==> config.mk <==
export PLATFORM = sky130hd
export DESIGN_NAME = audio_ram_sequencer
export DESIGN_NICKNAME = d
export VERILOG_FILES = /design/src/rtl/audio_ram_sequencer.sv
export SDC_FILE = /design/constraint.sdc
export NUM_CORES = 1
export LEC_CHECK = 0
export CAP_MARGIN = 20
export CORE_ASPECT_RATIO = 0.7
export CORE_UTILIZATION = 30
export CTS_BUF_LIST = sky130_fd_sc_hd__clkbuf_4
export CTS_CLUSTER_SIZE = 20
export DETAILED_ROUTE_END_ITERATION = 16
export GPL_TIMING_DRIVEN = 0
export PLACE_DENSITY = 0.51
export SETUP_SLACK_MARGIN = 0.05
export SLEW_MARGIN = 20
export SYNTH_ARGS = -nofsm -noshare
export SYNTH_HDL_FRONTEND = slang
export SYNTH_SLANG_ARGS = --single-unit
export TNS_END_PERCENT = 1
==> constraint.sdc <==
create_clock -name CLK -period 6.4 [get_ports CLK]
set_clock_uncertainty 0.2 [all_clocks]
set_input_delay 1.92 -clock CLK [delete_from_list [all_inputs] [get_ports CLK]]
set_output_delay 1.92 -clock CLK [all_outputs]
set_load 0.005 [all_outputs]
==> src/rtl/audio_ram_sequencer.sv <==
// audio_ram_sequencer: sole master of the DDR2 RAM wrapper. It turns per-sample strobes into
// single-byte writes (record), reads (play) or a zero-fill of the recorded region (delete).
module audio_ram_sequencer #(
  parameter int ADDR_W     = 26,
  parameter int DATA_W     = 8,
  parameter bit LOOP_PLAY  = 1'b0,
  parameter int RD_TIMEOUT = 1023
) (
  input  logic              CLK,
  input  logic              reset,
  input  logic [1:0]        mode,
  input  logic              sample_stb,
  input  logic [DATA_W-1:0] sample_in,
  input  logic [ADDR_W-1:0] max_ram_address,
  input  logic              ram_rdy,
  input  logic              ram_rd_data_pres,
  input  logic [DATA_W-1:0] ram_data_out,
  output logic [ADDR_W-1:0] ram_address,
  output logic [DATA_W-1:0] ram_data_in,
  output logic              ram_write_enable,
  output logic              ram_read_request,
  output logic              ram_read_ack,
  output logic [DATA_W-1:0] play_out,
  output logic              play_valid,
  output logic [ADDR_W-1:0] rec_length,
  output logic              busy,
  output logic              full,
  output logic              overrun,
  output logic              rd_err
);

  localparam logic [1:0] M_PLAY = 2'd0;
  localparam logic [1:0] M_REC  = 2'd1;
  localparam logic [1:0] M_DEL  = 2'd2;
  localparam logic [1:0] M_IDLE = 2'd3;
  // The wait counter only has to hold RD_TIMEOUT-1 before the abort fires.
  localparam int TO_W = (RD_TIMEOUT < 2) ? 1 : $clog2(RD_TIMEOUT);

  typedef enum logic [2:0] {
    S_IDLE, S_WR, S_RD_REQ, S_RD_WAIT, S_RD_ACK, S_CLR
  } state_t;

  state_t            r_state, w_state_next;
  logic [1:0]        r_mode;
  logic [ADDR_W-1:0] r_wr_ptr, r_rd_ptr, r_clr_ptr, r_rec_length, r_address;
  logic [DATA_W-1:0] r_sample, r_data_in, r_play_out;
  logic              r_pending, r_play_done, r_play_valid, r_full, r_overrun, r_rd_err;
  logic [TO_W-1:0]   r_to_cnt;

  logic w_mode_chg, w_start_wr, w_start_rd, w_start_clr, w_discard;
  logic w_rd_hit, w_rd_timeout, w_rd_last, w_clr_done;

  assign w_rd_last = (r_rd_ptr == r_rec_length - ADDR_W'(1));

  always_ff @(posedge CLK or negedge reset) begin
    if (!reset) r_state <= S_IDLE;
    else        r_state <= w_state_next;
  end

  always_comb begin
    w_state_next = r_state;
    w_mode_chg   = 1'b0;
    w_start_wr   = 1'b0;
    w_start_rd   = 1'b0;
    w_start_clr  = 1'b0;
    w_discard    = 1'b0;
    w_rd_hit     = 1'b0;
    w_rd_timeout = 1'b0;
    w_clr_done   = 1'b0;
    unique case (r_state)
      S_IDLE: begin
        if (mode != r_mode) begin
          w_mode_chg = 1'b1;
          if (mode == M_DEL) w_state_next = S_CLR;
        end else if (r_pending) begin
          case (r_mode)
            M_REC: begin
              if (r_full) begin
                w_discard = 1'b1;
              end else if (ram_rdy) begin
                w_start_wr   = 1'b1;
                w_state_next = S_WR;
              end
            end
            M_PLAY: begin
              if (r_rec_length == '0 || r_play_done) begin
                w_discard = 1'b1;
              end else if (ram_rdy) begin
                w_start_rd   = 1'b1;
                w_state_next = S_RD_REQ;
              end
            end
            default: w_discard = 1'b1;
          endcase
        end
      end
      S_WR:     w_state_next = (r_mode == M_DEL) ? S_CLR : S_IDLE;
      S_RD_REQ: w_state_next = S_RD_WAIT;
      S_RD_WAIT: begin
        if (ram_rd_data_pres) begin
          w_rd_hit     = 1'b1;
          w_state_next = S_RD_ACK;
        end else if (r_to_cnt == TO_W'(RD_TIMEOUT - 1)) begin
          w_rd_timeout = 1'b1;
          w_state_next = S_IDLE;
        end
      end
      S_RD_ACK: w_state_next = S_IDLE;
      S_CLR: begin
        if (r_clr_ptr == r_rec_length) begin
          w_clr_done   = 1'b1;
          w_state_next = S_IDLE;
        end else if (ram_rdy) begin
          w_start_clr  = 1'b1;
          w_state_next = S_WR;
        end
      end
      default: w_state_next = S_IDLE;
    endcase
  end

  always_ff @(posedge CLK or negedge reset) begin
    if (!reset) begin
      r_mode       <= M_IDLE;
      r_wr_ptr     <= '0;
      r_rd_ptr     <= '0;
      r_clr_ptr    <= '0;
      r_rec_length <= '0;
      r_address    <= '0;
      r_sample     <= '0;
      r_data_in    <= '0;
      r_play_out   <= '0;
      r_pending    <= 1'b0;
      r_play_done  <= 1'b0;
      r_play_valid <= 1'b0;
      r_full       <= 1'b0;
      r_overrun    <= 1'b0;
      r_rd_err     <= 1'b0;
      r_to_cnt     <= '0;
    end else begin
      r_play_valid <= 1'b0;

      // A strobe landing while a sample is still pending is dropped; the first one wins.
      if (w_mode_chg || w_start_wr || w_start_rd || w_discard) r_pending <= 1'b0;
      if (sample_stb && !w_mode_chg) begin
        if (r_pending) begin
          r_overrun <= 1'b1;
        end else begin
          r_pending <= 1'b1;
          r_sample  <= sample_in;
        end
      end

      if (w_mode_chg) begin
        r_mode    <= mode;
        r_overrun <= 1'b0;
        r_rd_err  <= 1'b0;
        case (mode)
          M_REC: begin
            r_wr_ptr     <= '0;
            r_rec_length <= '0;
            r_full       <= 1'b0;
          end
          M_PLAY: begin
            r_rd_ptr    <= '0;
            r_play_done <= 1'b0;
          end
          M_DEL:   r_clr_ptr <= '0;
          default: ;
        endcase
      end

      if (w_start_wr) begin
        r_address <= r_wr_ptr;
        r_data_in <= r_sample;
      end
      if (w_start_clr) begin
        r_address <= r_clr_ptr;
        r_data_in <= '0;
      end

      if (r_state == S_WR) begin
        if (r_mode == M_DEL) begin
          r_clr_ptr <= r_clr_ptr + ADDR_W'(1);
        end else begin
          r_rec_length <= r_wr_ptr + ADDR_W'(1);
          if (r_wr_ptr == max_ram_address) r_full   <= 1'b1;
          else                             r_wr_ptr <= r_wr_ptr + ADDR_W'(1);
        end
      end
      if (w_clr_done) r_rec_length <= '0;

      if (w_start_rd) begin
        r_address <= r_rd_ptr;
        r_to_cnt  <= '0;
      end
      if (r_state == S_RD_WAIT && !w_rd_hit && !w_rd_timeout) r_to_cnt <= r_to_cnt + TO_W'(1);
      if (w_rd_hit) begin
        r_play_out   <= ram_data_out;
        r_play_valid <= 1'b1;
      end
      if (w_rd_timeout) r_rd_err <= 1'b1;
      // A timed-out read still advances, so playback skips the lost byte.
      if (w_rd_hit || w_rd_timeout) begin
        if (w_rd_last) begin
          r_rd_ptr <= '0;
          if (!LOOP_PLAY) r_play_done <= 1'b1;
        end else begin
          r_rd_ptr <= r_rd_ptr + ADDR_W'(1);
        end
      end
    end
  end

  assign ram_write_enable = (r_state == S_WR);
  assign ram_read_request = (r_state == S_RD_REQ);
  assign ram_read_ack     = (r_state == S_RD_ACK);
  assign busy             = (r_state != S_IDLE);
  assign ram_address      = r_address;
  assign ram_data_in      = r_data_in;
  assign play_out         = r_play_out;
  assign play_valid       = r_play_valid;
  assign rec_length       = r_rec_length;
  assign full             = r_full;
  assign overrun          = r_overrun;
  assign rd_err           = r_rd_err;

endmodule

==> results.yml <==
outcome:
  status: "finished, violations left"
  failing_checks: "design-rule violations"
synth:
  synth.mux.area_fraction_pct: 1.74
  yosys.area_share.simple_pct: 24.4
  netlist_area_sq_mm: 0.0100
  synth.ff_latch_count: 175
  async_flop_share_pct: 100
  largest_family_of_logic_cells_by_synthesized_area: "simple AND/OR/NAND/NOR gates"
  synth_enable_flop_cells: 0
  synth-seq-area-share_pct: 43.8
  postSynth.topFlopCell: "dfrtp_1"
  yosys.area_share.xor_xnor_pct: 12.4
  ys.warnings.count: 0
  yosys.area_share.adder_pct: 0.875
  synthCells: 1127
  synth_fp_nets: 1183
  avg_cell_area_syn_sq_um: 8.88
  post_synth_num_cell_types: 66
  synth_compound_gate_area_share_pct: 12.9
cts:
  numClockSinks: 175
  buffer_count_from_post_cts_setup_fixing: 0
  cts_inserted_buffers: 17
  clock-root-buffer: "clkbuf_4"
  worst_skew_pair.late_latency_ns: 0.61
  clk_transition_reported_paths_ns: 0.14
  cts_tree: "done"
  clock_tree.htree_level_count: 4
  cts.repair.resized: 0
  cts_hold_repair.buffers: 0
  max-clock-path-buffers: 2
setup_path:
  crit_path_frequent_cell: "clkbuf_1"
  critical_path.slowest_cell: "o21ai_1"
  critPathLaunch: "max_ram_address[3]"
  worstSetupPathDepth: 10
  critPathRequiredTime_ns: 6.72
  startpoint_type: "input pin"
  crit_path_end_kind: "flop"
  worst-path-max-fanout: 10
  worst-setup-path-type: "in2reg"
  timing.critical_path.arrival_ns: 5.35
  reg2regPathDepth: 12
  critical_path.cell_chain: "clkdlybuf4s50_1 > xor2_1 > nor4_1 > nand3_1 > o21ai_1 > and2_1 > clkbuf_1 > clkbuf_1 > o21ai_0 > o31ai_1"
  crit_reg_reg_endpoint: "r_rd_ptr[15]"
  regToRegStartpoint: "rec_length[0]"
  r2r_setup_slack_ns: 1.69
  crit_path_end: "r_wr_ptr[22]"
  cell_family_with_the_largest_share_of_critical_path_delay: "buffers and inverters"
  cp.buffers_inverters: 3
  critical-path-max-stage-delay_ns: 0.63
route:
  drt-pass1-iter-count: 12
  detailed_router_s_first_iteration_violation_count: 1004
  num_vias: 9146
  via_per_inst: 5.33
  route.antenna.remaining_nets: 0
  wire_per_inst_microns: 20.6
  drcViolationCount: 5
  finalWirelength_microns: 35300
floorplanning:
  design.die.area_sq_mm: 0.0341
  die_height_microns: 155
  row_count: 55
  ioPinCount: 125
  die-width_microns: 220
  initial_utilization_pct: 30.8
  fp.coreArea_sq_mm: 0.0326
sta:
  worst_hold_slack_ns: 0.289
  maxSlewViolCount: 0
  finalSetupViolCount: 0
  final_min_period_over_clock_period_pct: 78.6
  time_the_final_worst_path_needs_with_i_o_delays_and_setup_ns: 5.03
  totalNegativeSetupSlack_ns: 0
  worst_slew_pin_slew_ns: 1.06
  highest_clock_frequency_the_design_can_meet_mhz: 199
  timing.final.hold_violations: 0
  timing.max_slew.rel_slack_pct: 29.4
  rsz0062_at_grt: "false"
global_routing:
  number_of_global_route_vias_before_repair: 8454
  antenna_found_initial: 1
  grt_max_degree: 94
  globalRouteOverflowTotal: 0
  groute.usage.overall_pct: 21.0
  grt_pass1_wl_microns: 53600
pwr:
  power.sequential.fraction_pct: 39.8
  share_comb_of_total_power_pct: 41.3
  p_sw_share_pct: 40.6
  cell_internal_pwr_w: 0.00216
  p_per_area_mw_per_mm2: 299
  worst_ir_drop_vdd_v: 0.000121
  pwr-share-clk_pct: 18.9
  power.net_switching_w: 0.00148
  power.static_leakage_nw: 5.14
  total_power_consumption_of_the_routed_design_w: 0.00364
min_path:
  timing.hold.worst.class: "reg2reg"
place:
  placedInstanceArea_sq_mm: 0.0119
  hpwlAfterDp_microns: 26900
  placedCellCount: 1682
  io_buffers: 124
  globalplace.congestion: 0.919
final_layout:
  finish.cell_count_without_fillers: 1715
  layout-drive-gt1-share_pct: 5.44
  area_growth_pct: 21.6
  nNetsFinal: 1330
  fillCellCount: 3339
  final_cell_area_sq_mm: 0.0122
flow_run:
  number_of_max_capacitance_violations_reported: 0
-- sequential cells by signal, indices dropped and copies added (netlist names), 2 cells and up --
name         flops
r_clr_ptr       26
play_out         8
r_rd_ptr        26
rec_length      26
r_state          3
r_mode           2
r_to_cnt        10
ram_address     26
r_wr_ptr        26
ram_data_in      8
r_sample         8
-- worst min-delay path, cell delays in order (launching register included) --
cell,delay [ns]
dfrtp_1,0.37
nand2_1,0.05
nand2_1,0.05
-- cell families after synthesis --
kind of cell	count (synthesis)
simple gates	502
compound gates	188
flops	175
xor+xnor	142
buf+inv	97
mux	16
fa+ha+maj	7
-- layer usage --
metal | global-route usage (%) | routed length (microns)
met2 | 28.0 | 14000
met5 | 0 | 0
met4 | 4.30 | 500
met1 | 33.8 | 18400
met3 | 4.37 | 2360
-- through the flow --
step | setup WS (ns) | util (%)
global route | 1.30 | 37.4
floorplan | 2.39 | -
global placement | -4.64 | 36.2
detailed placement | 0.919 | 36.4
finish | 1.37 | 37.4
CTS | 1.57 | 37.3
-- placed cells by master (no fill, tap or decap), types with 4 or more instances in the layout --
cell type	Yosys	layout
nand3_1	64	64
clkinv_1	2	6
a222oi_1	26	26
clkbuf_1	70	70
nand4_1	36	36
clkdlybuf4s50_1	0	123
nand2_1	178	178
o31ai_1	19	19
a31oi_1	8	8
a22o_1	5	5
nor3_1	25	22
nor2b_1	8	8
nor3b_1	4	4
xor2_1	79	79
clkbuf_4	0	20
ha_1	7	7
and3_1	10	10
dfrtp_1	173	173
xnor2_1	63	63
o211ai_1	9	9
and4_1	8	8
mux2_2	11	11
nor2_1	96	96
a21oi_1	40	40
mux2i_1	5	5
o21ai_0	50	50
nand2b_1	10	10
or3_1	10	10
and2_1	10	10
nor4_1	19	18
inv_1	15	15
nand3b_1	4	4
buf_1	6	6
-- area by class of cell --
type / count / area [sq um] / share of cell area (%)
Antenna cell: 1 / 2.50 / 0.0205
Timing Repair Buffer: 128 / 1290 / 10.6
Inverter: 18 / 67.6 / 0.555
Clock inverter: 12 / 143 / 1.17
Clock buffer: 20 / 150 / 1.23
Multi-Input combinational cell: 855 / 5290 / 43.4
Sequential cell: 175 / 4380 / 36.0
Buffer: 79 / 319 / 2.62
Tap cell: 427 / 534 / 4.39
-- power by group through the flow --
| stage | registers (W) | clock network, W | logic (W) |
|---|---|---|---|
| floorplan | 0.00142 | 0 | 0.000848 |
| global placement | 0.00147 | 0 | 0.00144 |
| detailed placement | 0.00147 | 0 | 0.00147 |
| CTS | 0.00145 | 0.000711 | 0.00147 |
| global route | 0.00148 | 0.000754 | 0.00163 |
| finish | 0.00145 | 0.000688 | 0.00150 |
-- how the worst min path moves through the flow --
stage	from	end	slack, ns	cells past startpoint
4_1_cts	ram_address[6]	ram_address[6]	0.30	2
3_5_place_dp	play_out[1]	play_out[1]	0.27	2
5_1_grt	ram_address[6]	ram_address[6]	0.31	2
2_1_floorplan	r_to_cnt[9]	r_to_cnt[9]	0.26	1
6_report	ram_address[6]	ram_address[6]	0.29	2
3_3_place_gp	play_out[4]	play_out[4]	0.26	2
-- Yosys cell counts, types with 7 or more instances --
cell,count,area (sq um)
nor4_1,19,119
xor2_1,79,692
clkbuf_1,70,263
ha_1,7,87.6
o21ai_0,50,250
a222oi_1,26,260
and3_1,10,62.6
or3_1,10,62.6
mux2_2,11,124
xnor2_1,63,552
nor2_1,96,360
o31ai_1,19,143
a21oi_1,40,200
and4_1,8,70.1
inv_1,15,56.3
a31oi_1,8,50.1
dfrtp_1,173,4330
o211ai_1,9,67.6
nand2b_1,10,62.6
nand4_1,36,225
nor3_1,25,125
nand2_1,178,668
nor2b_1,8,50.1
and2_1,10,62.6
nand3_1,64,320
Power figures use the tool's default switching activity.
